[config.mk]
export PLATFORM = sky130hd
export DESIGN_NAME = decode_stage
export DESIGN_NICKNAME = d
export VERILOG_FILES = /design/src/rtl/decode_stage_pkg.sv /design/src/rtl/decode_stage_decode_logic.sv /design/src/rtl/decode_stage.sv
export SDC_FILE = /design/constraint.sdc
export NUM_CORES = 1
export LEC_CHECK = 0
export BUFFER_PORTS_ARGS = -buffer_cell sky130_fd_sc_hd__buf_2
export CAP_MARGIN = 20
export CORE_ASPECT_RATIO = 0.75
export CORE_MARGIN = 1.5
export CORE_UTILIZATION = 50
export CTS_CLUSTER_SIZE = 20
export DETAILED_ROUTE_END_ITERATION = 6
export PLACE_DENSITY = 0.92
export SLEW_MARGIN = 20
export SYNTH_ARGS = -nofsm -noshare
export SYNTH_HDL_FRONTEND = slang
export SYNTH_HIERARCHICAL = 1
export SYNTH_SLANG_ARGS = --single-unit
[constraint.sdc]
create_clock -name clk -period 2.4 [get_ports clk]
set_input_delay 0.12 -clock clk [delete_from_list [all_inputs] [get_ports clk]]
set_output_delay 0.12 -clock clk [all_outputs]
set_load 0.02 [all_outputs]
[src/rtl/decode_stage_pkg.sv]
// Shared opcode, ALU-op, branch-type and write-back encodings for the decode stage.
package decode_stage_pkg;

  // RV32I major opcodes recognised by the decoder (full 7-bit field, low bits 11).
  typedef enum logic [6:0] {
    R_TYPE = 7'b0110011,
    I_TYPE = 7'b0010011,
    LOAD   = 7'b0000011,
    STORE  = 7'b0100011,
    BRANCH = 7'b1100011,
    LUI    = 7'b0110111,
    AUIPC  = 7'b0010111,
    JAL    = 7'b1101111,
    JALR   = 7'b1100111
  } opcode_e;

  // ALU op is {funct3, instr[30]} for R/I types. PASS uses a code no
  // legal R/I instruction produces, so it cannot collide with them.
  localparam logic [3:0] ADD  = 4'b0000;
  localparam logic [3:0] PASS = 4'b1111;

  // Branch types: BRANCH forwards funct3. PC and ALU use funct3 values
  // (010, 011) that no conditional branch encodes.
  localparam logic [2:0] PC  = 3'b010;
  localparam logic [2:0] ALU = 3'b011;

  // Write-back source select.
  typedef enum logic [1:0] {
    WB_ALU = 2'd0,
    WB_MEM = 2'd1,
    WB_PC4 = 2'd2
  } wb_sel_e;

endpackage

[src/rtl/decode_stage_decode_logic.sv]
// Purely combinational RV32I instruction decoder feeding the decode pipeline register.
module decode_logic
  import decode_stage_pkg::*;
#(
  parameter int XLEN = 32
) (
  input  logic [31:0]     instr,
  output logic [4:0]      rs1,
  output logic [4:0]      rs2,
  output logic [4:0]      rd,
  output logic [XLEN-1:0] imm,
  output logic [3:0]      alu_op,
  output logic [2:0]      br_type,
  output logic [2:0]      rd_wr_mem,
  output logic [1:0]      wb_sel,
  output logic            reg_wr,
  output logic            mem_wr,
  output logic            sel_a,
  output logic            sel_b,
  output logic            illegal,
  output logic            rs1_used,
  output logic            rs2_used
);

  logic [6:0]  opcode;
  logic [2:0]  funct3;
  logic [31:0] imm32;
  logic [31:0] imm_i;
  logic [31:0] imm_s;
  logic [31:0] imm_b;
  logic [31:0] imm_u;
  logic [31:0] imm_j;
  logic        writes_rd;

  assign opcode    = instr[6:0];
  assign funct3    = instr[14:12];
  assign rs1       = instr[19:15];
  assign rs2       = instr[24:20];
  assign rd        = instr[11:7];
  assign rd_wr_mem = funct3;

  // The five RV32I immediate formats, each sign-extended to 32 bits.
  assign imm_i = {{20{instr[31]}}, instr[31:20]};
  assign imm_s = {{20{instr[31]}}, instr[31:25], instr[11:7]};
  assign imm_b = {{19{instr[31]}}, instr[31], instr[7], instr[30:25], instr[11:8], 1'b0};
  assign imm_u = {instr[31:12], 12'b0};
  assign imm_j = {{11{instr[31]}}, instr[31], instr[19:12], instr[20], instr[30:21], 1'b0};

  assign imm = XLEN'($signed(imm32));

  // Opcode decode: defaults describe a generic legal non-R instruction; unknown opcodes fall to default.
  always_comb begin
    alu_op    = ADD;
    br_type   = PC;
    wb_sel    = WB_ALU;
    mem_wr    = 1'b0;
    sel_a     = 1'b0;
    sel_b     = 1'b1;
    illegal   = 1'b0;
    imm32     = '0;
    rs1_used  = 1'b1;
    rs2_used  = 1'b0;
    writes_rd = 1'b0;
    case (opcode)
      R_TYPE: begin
        alu_op    = {funct3, instr[30]};
        sel_b     = 1'b0;
        rs2_used  = 1'b1;
        writes_rd = 1'b1;
      end
      I_TYPE: begin
        alu_op    = {funct3, (funct3 == 3'b101) ? instr[30] : 1'b0};
        imm32     = imm_i;
        writes_rd = 1'b1;
      end
      LOAD: begin
        imm32     = imm_i;
        wb_sel    = WB_MEM;
        writes_rd = 1'b1;
      end
      STORE: begin
        imm32    = imm_s;
        mem_wr   = 1'b1;
        rs2_used = 1'b1;
      end
      BRANCH: begin
        imm32    = imm_b;
        br_type  = funct3;
        sel_a    = 1'b1;
        rs2_used = 1'b1;
      end
      LUI: begin
        imm32     = imm_u;
        alu_op    = PASS;
        sel_a     = 1'b1;
        rs1_used  = 1'b0;
        writes_rd = 1'b1;
      end
      AUIPC: begin
        imm32     = imm_u;
        sel_a     = 1'b1;
        rs1_used  = 1'b0;
        writes_rd = 1'b1;
      end
      JAL: begin
        imm32     = imm_j;
        br_type   = ALU;
        wb_sel    = WB_PC4;
        sel_a     = 1'b1;
        rs1_used  = 1'b0;
        writes_rd = 1'b1;
      end
      JALR: begin
        imm32     = imm_i;
        br_type   = ALU;
        wb_sel    = WB_PC4;
        writes_rd = 1'b1;
      end
      default: begin
        illegal  = 1'b1;
        sel_b    = 1'b0;
        rs1_used = 1'b0;
      end
    endcase
    reg_wr = writes_rd && (rd != 5'd0);
  end

endmodule

[src/rtl/decode_stage.sv]
// Decode pipeline stage: load-use hazard detection, registered decode slot and fetch-stall counter.
module decode_stage
  import decode_stage_pkg::*;
#(
  parameter int XLEN  = 32,
  parameter int CNT_W = 16
) (
  input  logic             clk,
  input  logic             rst,
  input  logic             if_valid,
  input  logic [31:0]      if_instr,
  input  logic [XLEN-1:0]  if_pc,
  output logic             id_ready,
  input  logic             ex_ready,
  input  logic             flush,
  input  logic             ex_load,
  input  logic [4:0]       ex_rd,
  output logic             id_valid,
  output logic [XLEN-1:0]  id_pc,
  output logic [4:0]       id_rs1,
  output logic [4:0]       id_rs2,
  output logic [4:0]       id_rd,
  output logic [XLEN-1:0]  id_imm,
  output logic [3:0]       id_alu_op,
  output logic [2:0]       id_br_type,
  output logic [2:0]       id_rd_wr_mem,
  output logic [1:0]       id_wb_sel,
  output logic             id_reg_wr,
  output logic             id_mem_wr,
  output logic             id_sel_A,
  output logic             id_sel_B,
  output logic             id_illegal,
  output logic [CNT_W-1:0] stall_cnt
);

  logic [4:0]      dec_rs1;
  logic [4:0]      dec_rs2;
  logic [4:0]      dec_rd;
  logic [XLEN-1:0] dec_imm;
  logic [3:0]      dec_alu_op;
  logic [2:0]      dec_br_type;
  logic [2:0]      dec_rd_wr_mem;
  logic [1:0]      dec_wb_sel;
  logic            dec_reg_wr;
  logic            dec_mem_wr;
  logic            dec_sel_a;
  logic            dec_sel_b;
  logic            dec_illegal;
  logic            dec_rs1_used;
  logic            dec_rs2_used;
  logic            hazard;
  logic            advance;

  decode_logic #(.XLEN(XLEN)) u_decode (
    .instr     (if_instr),
    .rs1       (dec_rs1),
    .rs2       (dec_rs2),
    .rd        (dec_rd),
    .imm       (dec_imm),
    .alu_op    (dec_alu_op),
    .br_type   (dec_br_type),
    .rd_wr_mem (dec_rd_wr_mem),
    .wb_sel    (dec_wb_sel),
    .reg_wr    (dec_reg_wr),
    .mem_wr    (dec_mem_wr),
    .sel_a     (dec_sel_a),
    .sel_b     (dec_sel_b),
    .illegal   (dec_illegal),
    .rs1_used  (dec_rs1_used),
    .rs2_used  (dec_rs2_used)
  );

  // Load-use hazard: the load in EX writes a register this instruction actually reads.
  assign hazard = ex_load && (ex_rd != 5'd0) &&
                  ((dec_rs1_used && (dec_rs1 == ex_rd)) ||
                   (dec_rs2_used && (dec_rs2 == ex_rd)));

  // The slot can take new contents when it is empty or EX is draining it.
  assign advance  = !id_valid || ex_ready;
  assign id_ready = !rst && !hazard && advance && !flush;

  // Pipeline register: reset clears, flush kills, otherwise load on advance or hold.
  always_ff @(posedge clk) begin
    if (rst) begin
      id_valid     <= 1'b0;
      id_pc        <= '0;
      id_rs1       <= '0;
      id_rs2       <= '0;
      id_rd        <= '0;
      id_imm       <= '0;
      id_alu_op    <= '0;
      id_br_type   <= '0;
      id_rd_wr_mem <= '0;
      id_wb_sel    <= '0;
      id_reg_wr    <= 1'b0;
      id_mem_wr    <= 1'b0;
      id_sel_A     <= 1'b0;
      id_sel_B     <= 1'b0;
      id_illegal   <= 1'b0;
    end else if (flush) begin
      id_valid <= 1'b0;
    end else if (advance) begin
      id_valid     <= if_valid && !hazard;
      id_pc        <= if_pc;
      id_rs1       <= dec_rs1;
      id_rs2       <= dec_rs2;
      id_rd        <= dec_rd;
      id_imm       <= dec_imm;
      id_alu_op    <= dec_alu_op;
      id_br_type   <= dec_br_type;
      id_rd_wr_mem <= dec_rd_wr_mem;
      id_wb_sel    <= dec_wb_sel;
      id_reg_wr    <= dec_reg_wr;
      id_mem_wr    <= dec_mem_wr;
      id_sel_A     <= dec_sel_a;
      id_sel_B     <= dec_sel_b;
      id_illegal   <= dec_illegal;
    end
  end

  // Saturating count of cycles where fetch offered a word that was refused (flush cycles excluded).
  always_ff @(posedge clk) begin
    if (rst) begin
      stall_cnt <= '0;
    end else if (if_valid && !id_ready && !flush && (stall_cnt != {CNT_W{1'b1}})) begin
      stall_cnt <= stall_cnt + 1'b1;
    end
  end

endmodule
==> results of run 1 <==
-- through the flow --
step,utilization,setup slack (ps),power [mW]
6_report,0.7117,176.9,5.142
3_5_place_dp,0.6077,313.6,2.508
2_1_floorplan,-,508.0,2.332
5_1_grt,0.7117,82.61,5.302
3_3_place_gp,0.6077,333.4,2.499
4_1_cts,0.7117,216.7,5.145
-- worst min-delay path, delay by kind of cell --
family          cells  cell delay [ps]
buf+inv             1               90
compound gates      1               50
simple gates        1              110
-- power by group through the flow --
stage	Sequential, mW	Clock [mW]	Combinational, mW
after floorplan	2.08	0	0.255
after global placement	2.00	0	0.497
after detailed placement	2.01	0	0.503
after CTS	1.97	2.62	0.559
after global routing	1.97	2.71	0.617
final	1.97	2.60	0.575
-- area by class of cell --
class / count / area [sq um] / share of cell area
Clock inverter: 9 / 130.1 / 0.01856
Tap cell: 132 / 165.2 / 0.02355
Clock buffer: 22 / 484.2 / 0.06906
Multi-Input combinational cell: 478 / 2545 / 0.3630
Sequential cell: 113 / 2262 / 0.3226
Timing Repair Buffer: 237 / 1414 / 0.2016
Inverter: 3 / 11.26 / 0.001606
-- path summary, 6_finish.rpt --
path | from | to | slack, ps | cells past startpoint
setup reg to reg | id_valid$_SDFFE_PP0N_ | id_pc[20]$_SDFFE_PP0P_ | 290 | 5
hold / removal | if_valid | id_valid$_SDFFE_PP0N_ | 20 | 3
setup / recovery | if_instr[18] | stall_cnt[5]$_SDFFE_PP0P_ | 180 | 8
hold reg to reg | id_alu_op[2]$_SDFFE_PP0P_ | id_alu_op[2]$_SDFFE_PP0P_ | 450 | 2
-- kinds of logic after synthesis --
group	Yosys count	share of synthesized area
simple gates	293	0.2610
compound gates	168	0.1976
flops	113	0.4389
buf+inv	66	0.06919
xor+xnor	10	0.01700
mux	6	0.01384
fa+ha+maj	1	0.002427
-- state kept, by name, indices dropped and copies added (netlist names), 2 cells and up --
name	cells
id_rs2	5
id_rs1	5
stall_cnt	16
id_pc	32
id_rd_wr_mem	3
id_rd	5
id_br_type	3
id_wb_sel	2
id_alu_op	4
id_imm	32
-- repair_timing --
item,in CTS,in global routing
hold buffers,41,0
endpoints found under the hold margin,41,0
endpoints found under the setup margin,0,0
buffers inserted,0,0
-- metal layers --
layer | up-vias | wire [um] | track usage
li1 | 2602 | - | -
met1 | 2564 | 6690 | 0.3566
met2 | 324 | 7742 | 0.5048
met3 | 26 | 1959 | 0.1174
met4 | 0 | 216 | 0.1059
met5 | - | 0 | 0
-- cell usage after synthesis, drive strengths merged (3+ instances only) --
cell | count | area, sq um
nand3 | 10 | 55.05
nor4 | 7 | 50.05
nand2b | 3 | 18.77
xor2 | 8 | 70.07
o21ai | 7 | 35.03
a21oi | 113 | 565.5
a21o | 20 | 160.2
nor2 | 17 | 66.32
and2 | 11 | 71.32
nand4 | 3 | 18.77
nor2b | 8 | 50.05
nor3b | 4 | 30.03
a22o | 5 | 45.04
o22ai | 3 | 32.53
clkbuf | 32 | 130.1
o31ai | 6 | 50.05
o32ai | 3 | 33.79
buf | 31 | 215.2
inv | 3 | 11.26
nor3 | 3 | 20.02
dfxtp | 113 | 2262
nand2 | 200 | 750.7
mux2 | 6 | 71.31
or4 | 8 | 60.06
or3 | 5 | 31.28
or2 | 3 | 18.77
==> impl_metrics.json, run 1 <==
{
  "max_freq_mhz": 449.8,
  "antenna_found_initial": 0,
  "finalSetupViolCount": 0,
  "final_cell_area_sq_um": 7012,
  "crit_slowest_cell": "dlygate4sd3_1",
  "dr.first_iter.drc_count": 501,
  "rsz0062_at_grt": "false",
  "max_slew_margin": 0.3640,
  "slowest_delay_ps": 540,
  "pwr-share-comb": 0.112,
  "portBuffers": 188,
  "nets": 926,
  "tightestPinTransition_ps": 954.0,
  "cts.sinks": 113,
  "synthDistinctLibCells": 66,
  "cts_made_buffers": 17,
  "layout_commonest_cell": "nand2_1",
  "crit_buf_inv": 2,
  "grt_pass1_vias": 5155,
  "drcViolationCount": 0,
  "cap_violations": 0,
  "gp_congestion": 0.9173,
  "rows": 31,
  "place_hpwl_um": 10390,
  "insertion_delay_ps": 410,
  "synth_area_per_cell_sq_um": 7.844,
  "ios": 189,
  "worstSetupPathType": "input pin to flop",
  "sw_frac_of_total": 0.2445,
  "synth_fp_nets": 733,
  "crit_path_start_kind": "input pin",
  "placed_area_sq_um": 5987,
  "synth_warnings": 6,
  "htreeDepth": 4,
  "initial_core_util": 0.5231,
  "cts.clk_slew.worst_paths_ps": 60,
  "antenna_left": 0,
  "p_switching_mw": 1.257,
  "wl_per_cell_um": 16.71,
  "cts.path.max_buffers": 2,
  "cts_root_buffer": "clkbuf_16",
  "postSynthCellCount": 657,
  "insertedDiodeCount": 0,
  "maxSlewViolCount": 0,
  "layoutNonFillerInstCount": 994,
  "synth_edf_count": 0,
  "skew_ps": 11.61,
  "power_density_nw_per_um2": 733.3,
  "synth_area_sq_um": 5154,
  "power.leakage_nw": 3.215,
  "p_clk_frac": 0.505,
  "ys_ff_latch": 113,
  "cts.repair.resized": 0,
  "grt_pass1_wl_um": 26130,
  "grt_max_degree": 97,
  "drtPass1Iterations": 5,
  "layout_common_cells": "nand2_1, buf_2, a21oi_1, dfxtp_1, dlygate4sd3_1",
  "core_sq_um": 9852,
  "area_growth_syn_to_layout_pct": 36.05,
  "final_layout_size_suffix_gt1_frac": 0.2947,
  "crit_path_end_kind": "flop",
  "fp.dieW_um": 120.2,
  "critPathTopFamily": "buffers and inverters",
  "dieArea_sq_um": 10930,
  "hold_path_class": "input pin to flop",
  "path_max_fanout": 27,
  "peakVddDrop_mv": 0.5730,
  "seq_area_frac_synth": 0.4389,
  "ys.flop_type": "dfxtp_1",
  "hold_slack_ps": 16.31,
  "die_h_um": 90.93,
  "cp.required_ps": 2700,
  "pwr-share-seq": 0.383,
  "arrival_ps": 2520,
  "hold_viol": 0,
  "status": "finished clean",
  "path_cells": "dlygate4sd3_1, buf_2, xor2_1, nor4_2, a32oi_1, o21a_4, nor4_1, mux2_2",
  "dp.cells": 922,
  "grt_remaining_overflow": 0,
  "vias": 5516,
  "grt_usage": 0.3033,
  "fillCellCount": 720,
  "setup-tns-final_ps": 0,
  "routed_wl_um": 16610,
  "vias_per_cell": 5.549,
  "internal_power_mw": 3.884,
  "cts_tree": "built",
  "min_period_ps": 2223,
  "timing.final.crit_share": 0.9263,
  "async_reset_ff_frac": 0
}
Note: power is estimated with default switching activity, not from simulation.
==> run 2, diff against run 1 <==
--- a/config.mk
+++ b/config.mk
@@ -8,7 +8,7 @@
 export BUFFER_PORTS_ARGS = -buffer_cell sky130_fd_sc_hd__buf_2
 export CAP_MARGIN = 20
 export CORE_ASPECT_RATIO = 0.75
-export CORE_MARGIN = 1.5
+export CORE_MARGIN = 2
 export CORE_UTILIZATION = 50
 export CTS_CLUSTER_SIZE = 20
 export DETAILED_ROUTE_END_ITERATION = 6
==> run 2 against run 1 <==
  * Core utilization decreased by 1.6 points
  * Largest cell class unchanged
  * Clock power grew 13%
  * Clock-buffer cell count up 1
  * Via count decreased by 1.8%
  * Sequential share of layout area down 0.27 points
  * Largest power group unchanged
  * Worst setup slack worse by 31 ps
  * Final area increased by 0.86%
  * Maximum frequency fell by 1.4%
  * Critical path type is now flop to flop
  * First-iteration DRC count down 14%
  * Combinational power shrank 2%
==> impl_metrics.json, run 2 (synthesis results as in run 1) <==
{
  "slowest_delay_ps": 750,
  "routed_wl_um": 16000,
  "sw_frac_of_total": 0.2261,
  "grt_pass1_vias": 4986,
  "initial_core_util": 0.5068,
  "top_regs": "id_imm: 32 flops, id_pc: 32 flops, stall_cnt: 16 flops",
  "cap_violations": 0,
  "drcViolationCount": 0,
  "cp.required_ps": 2720,
  "holdCritStartpoint": "if_instr[17]",
  "area_growth_syn_to_layout_pct": 37.22,
  "crit_buf_inv": 1,
  "worstSetupPathType": "flop to flop",
  "path_cells": "nor2b_1, or2_4, buf_4, nand2_1, a21oi_1",
  "insertion_delay_ps": 410,
  "max_freq_mhz": 443.6,
  "hold_path_class": "input pin to flop",
  "rows": 32,
  "dr.first_iter.drc_count": 430,
  "cts_made_buffers": 17,
  "total_power_mw": 5.469,
  "reg2reg_from": "id_valid$_SDFFE_PP0N_",
  "drtPass1Iterations": 5,
  "path_max_fanout": 96,
  "crit_path_start_kind": "flop",
  "cp-startpoint": "id_valid$_SDFFE_PP0N_",
  "place_hpwl_um": 9924,
  "arrival_ps": 2570,
  "post-place-ws_ps": 257.1,
  "rsz0062_at_grt": "false",
  "setup-tns-final_ps": 0,
  "min_period_ps": 2254,
  "ios": 189,
  "fp.dieW_um": 121.2,
  "vias": 5414,
  "layout_commonest_cell": "nand2_1",
  "pwr-share-seq": 0.360,
  "antenna_left": 0,
  "hold_viol": 0,
  "dieArea_sq_um": 11140,
  "peakVddDrop_mv": 0.4876,
  "insertedDiodeCount": 0,
  "nets": 923,
  "power_density_nw_per_um2": 773.4,
  "grt_usage": 0.2875,
  "pwr-share-comb": 0.103,
  "cts_root_buffer": "clkbuf_16",
  "crit_slowest_cell": "buf_4",
  "grt_pass1_wl_um": 25080,
  "vias_per_cell": 5.436,
  "grt_remaining_overflow": 0,
  "skew_ps": 10.66,
  "antenna_found_initial": 1,
  "p_clk_frac": 0.537,
  "max_slew_margin": 0.3411,
  "maxSlewViolCount": 0,
  "internal_power_mw": 4.233,
  "hold_slack_ps": 9.514,
  "power.leakage_nw": 3.243,
  "htreeDepth": 4,
  "fin_util": 0.6954,
  "setup_ws_ps": 145.9,
  "wl_per_cell_um": 16.06,
  "tightestPinTransition_ps": 988.3,
  "core_sq_um": 10170,
  "final_layout_size_suffix_gt1_frac": 0.2953,
  "portBuffers": 188,
  "cts_tree": "built",
  "p_switching_mw": 1.236,
  "timing.final.crit_share": 0.9392,
  "layout_common_cells": "nand2_1, buf_2, a21oi_1, dfxtp_1, dlygate4sd3_1",
  "cts.clk_slew.worst_paths_ps": 50,
  "grt_max_degree": 97,
  "status": "finished clean",
  "finalSetupViolCount": 0,
  "crit_path_end_kind": "flop",
  "critPathTopFamily": "simple AND/OR/NAND/NOR gates",
  "die_h_um": 91.93,
  "gp_congestion": 0.8774,
  "cts.sinks": 113,
  "cts.path.max_buffers": 2
}
==> run 2: path summary, 6_finish.rpt <==
| check | cells past startpoint | to | slack [ps] |
|---|---|---|---|
| hold reg to reg | 2 | id_alu_op[2]$_SDFFE_PP0P_ | 450 |
| hold / removal | 3 | id_rs1[2]$_SDFFE_PP0P_ | 10 |
| setup / recovery | 5 | id_imm[28]$_SDFFE_PP0P_ | 150 |
| setup reg to reg | 5 | id_imm[28]$_SDFFE_PP0P_ | 150 |
==> run 2: area by class of cell <==
cell class | count | area (sq um)
multi-input cells | 478 | 2545
repair buffers | 234 | 1386
flip-flops and latches | 113 | 2262
well taps | 136 | 170.2
inverters | 3 | 11.26
clock inverters | 9 | 198.9
clock buffers | 23 | 498.0
fillers | 760 | 3098
==> run 2: stage by stage <==
stage / std cells / area (sq um)
5_1_grt: 996 / 7072
6_report: 996 / 7072
3_3_place_gp: 925 / 5984
2_1_floorplan: 657 / 5154
4_1_cts: 996 / 7072
3_5_place_dp: 925 / 5984
==> run 2: power by group through the flow <==
stage | Clock [mW] | Sequential, mW | Combinational [mW]
2_1_floorplan | 0 | 2.08 | 0.255
3_3_place_gp | 0 | 2.00 | 0.496
3_5_place_dp | 0 | 2.01 | 0.503
4_1_cts | 2.97 | 1.97 | 0.554
5_1_grt | 3.05 | 1.97 | 0.610
6_report | 2.93 | 1.97 | 0.564
==> run 2: metal layers <==
| layer | global-route usage | vias up | wire length (um) |
|---|---|---|---|
| met5 | 0 | - | 0 |
| met4 | 0.1360 | 0 | 461 |
| met3 | 0.1082 | 44 | 1780 |
| met2 | 0.4508 | 296 | 7180 |
| met1 | 0.3487 | 2476 | 6577 |
| li1 | - | 2598 | - |
==> run 2: what timing repair did <==
| item | in CTS | in global routing |
|---|---|---|
| hold buffers | 39 | 0 |
| resized for setup | 0 | 0 |
| endpoints found under the hold margin | 39 | 0 |
| buffers inserted | 0 | 0 |
==> run 2: worst min-delay path: stages <==
cell and delay [ps]:
buf_2 120, nand2_1 60, a21oi_1 60
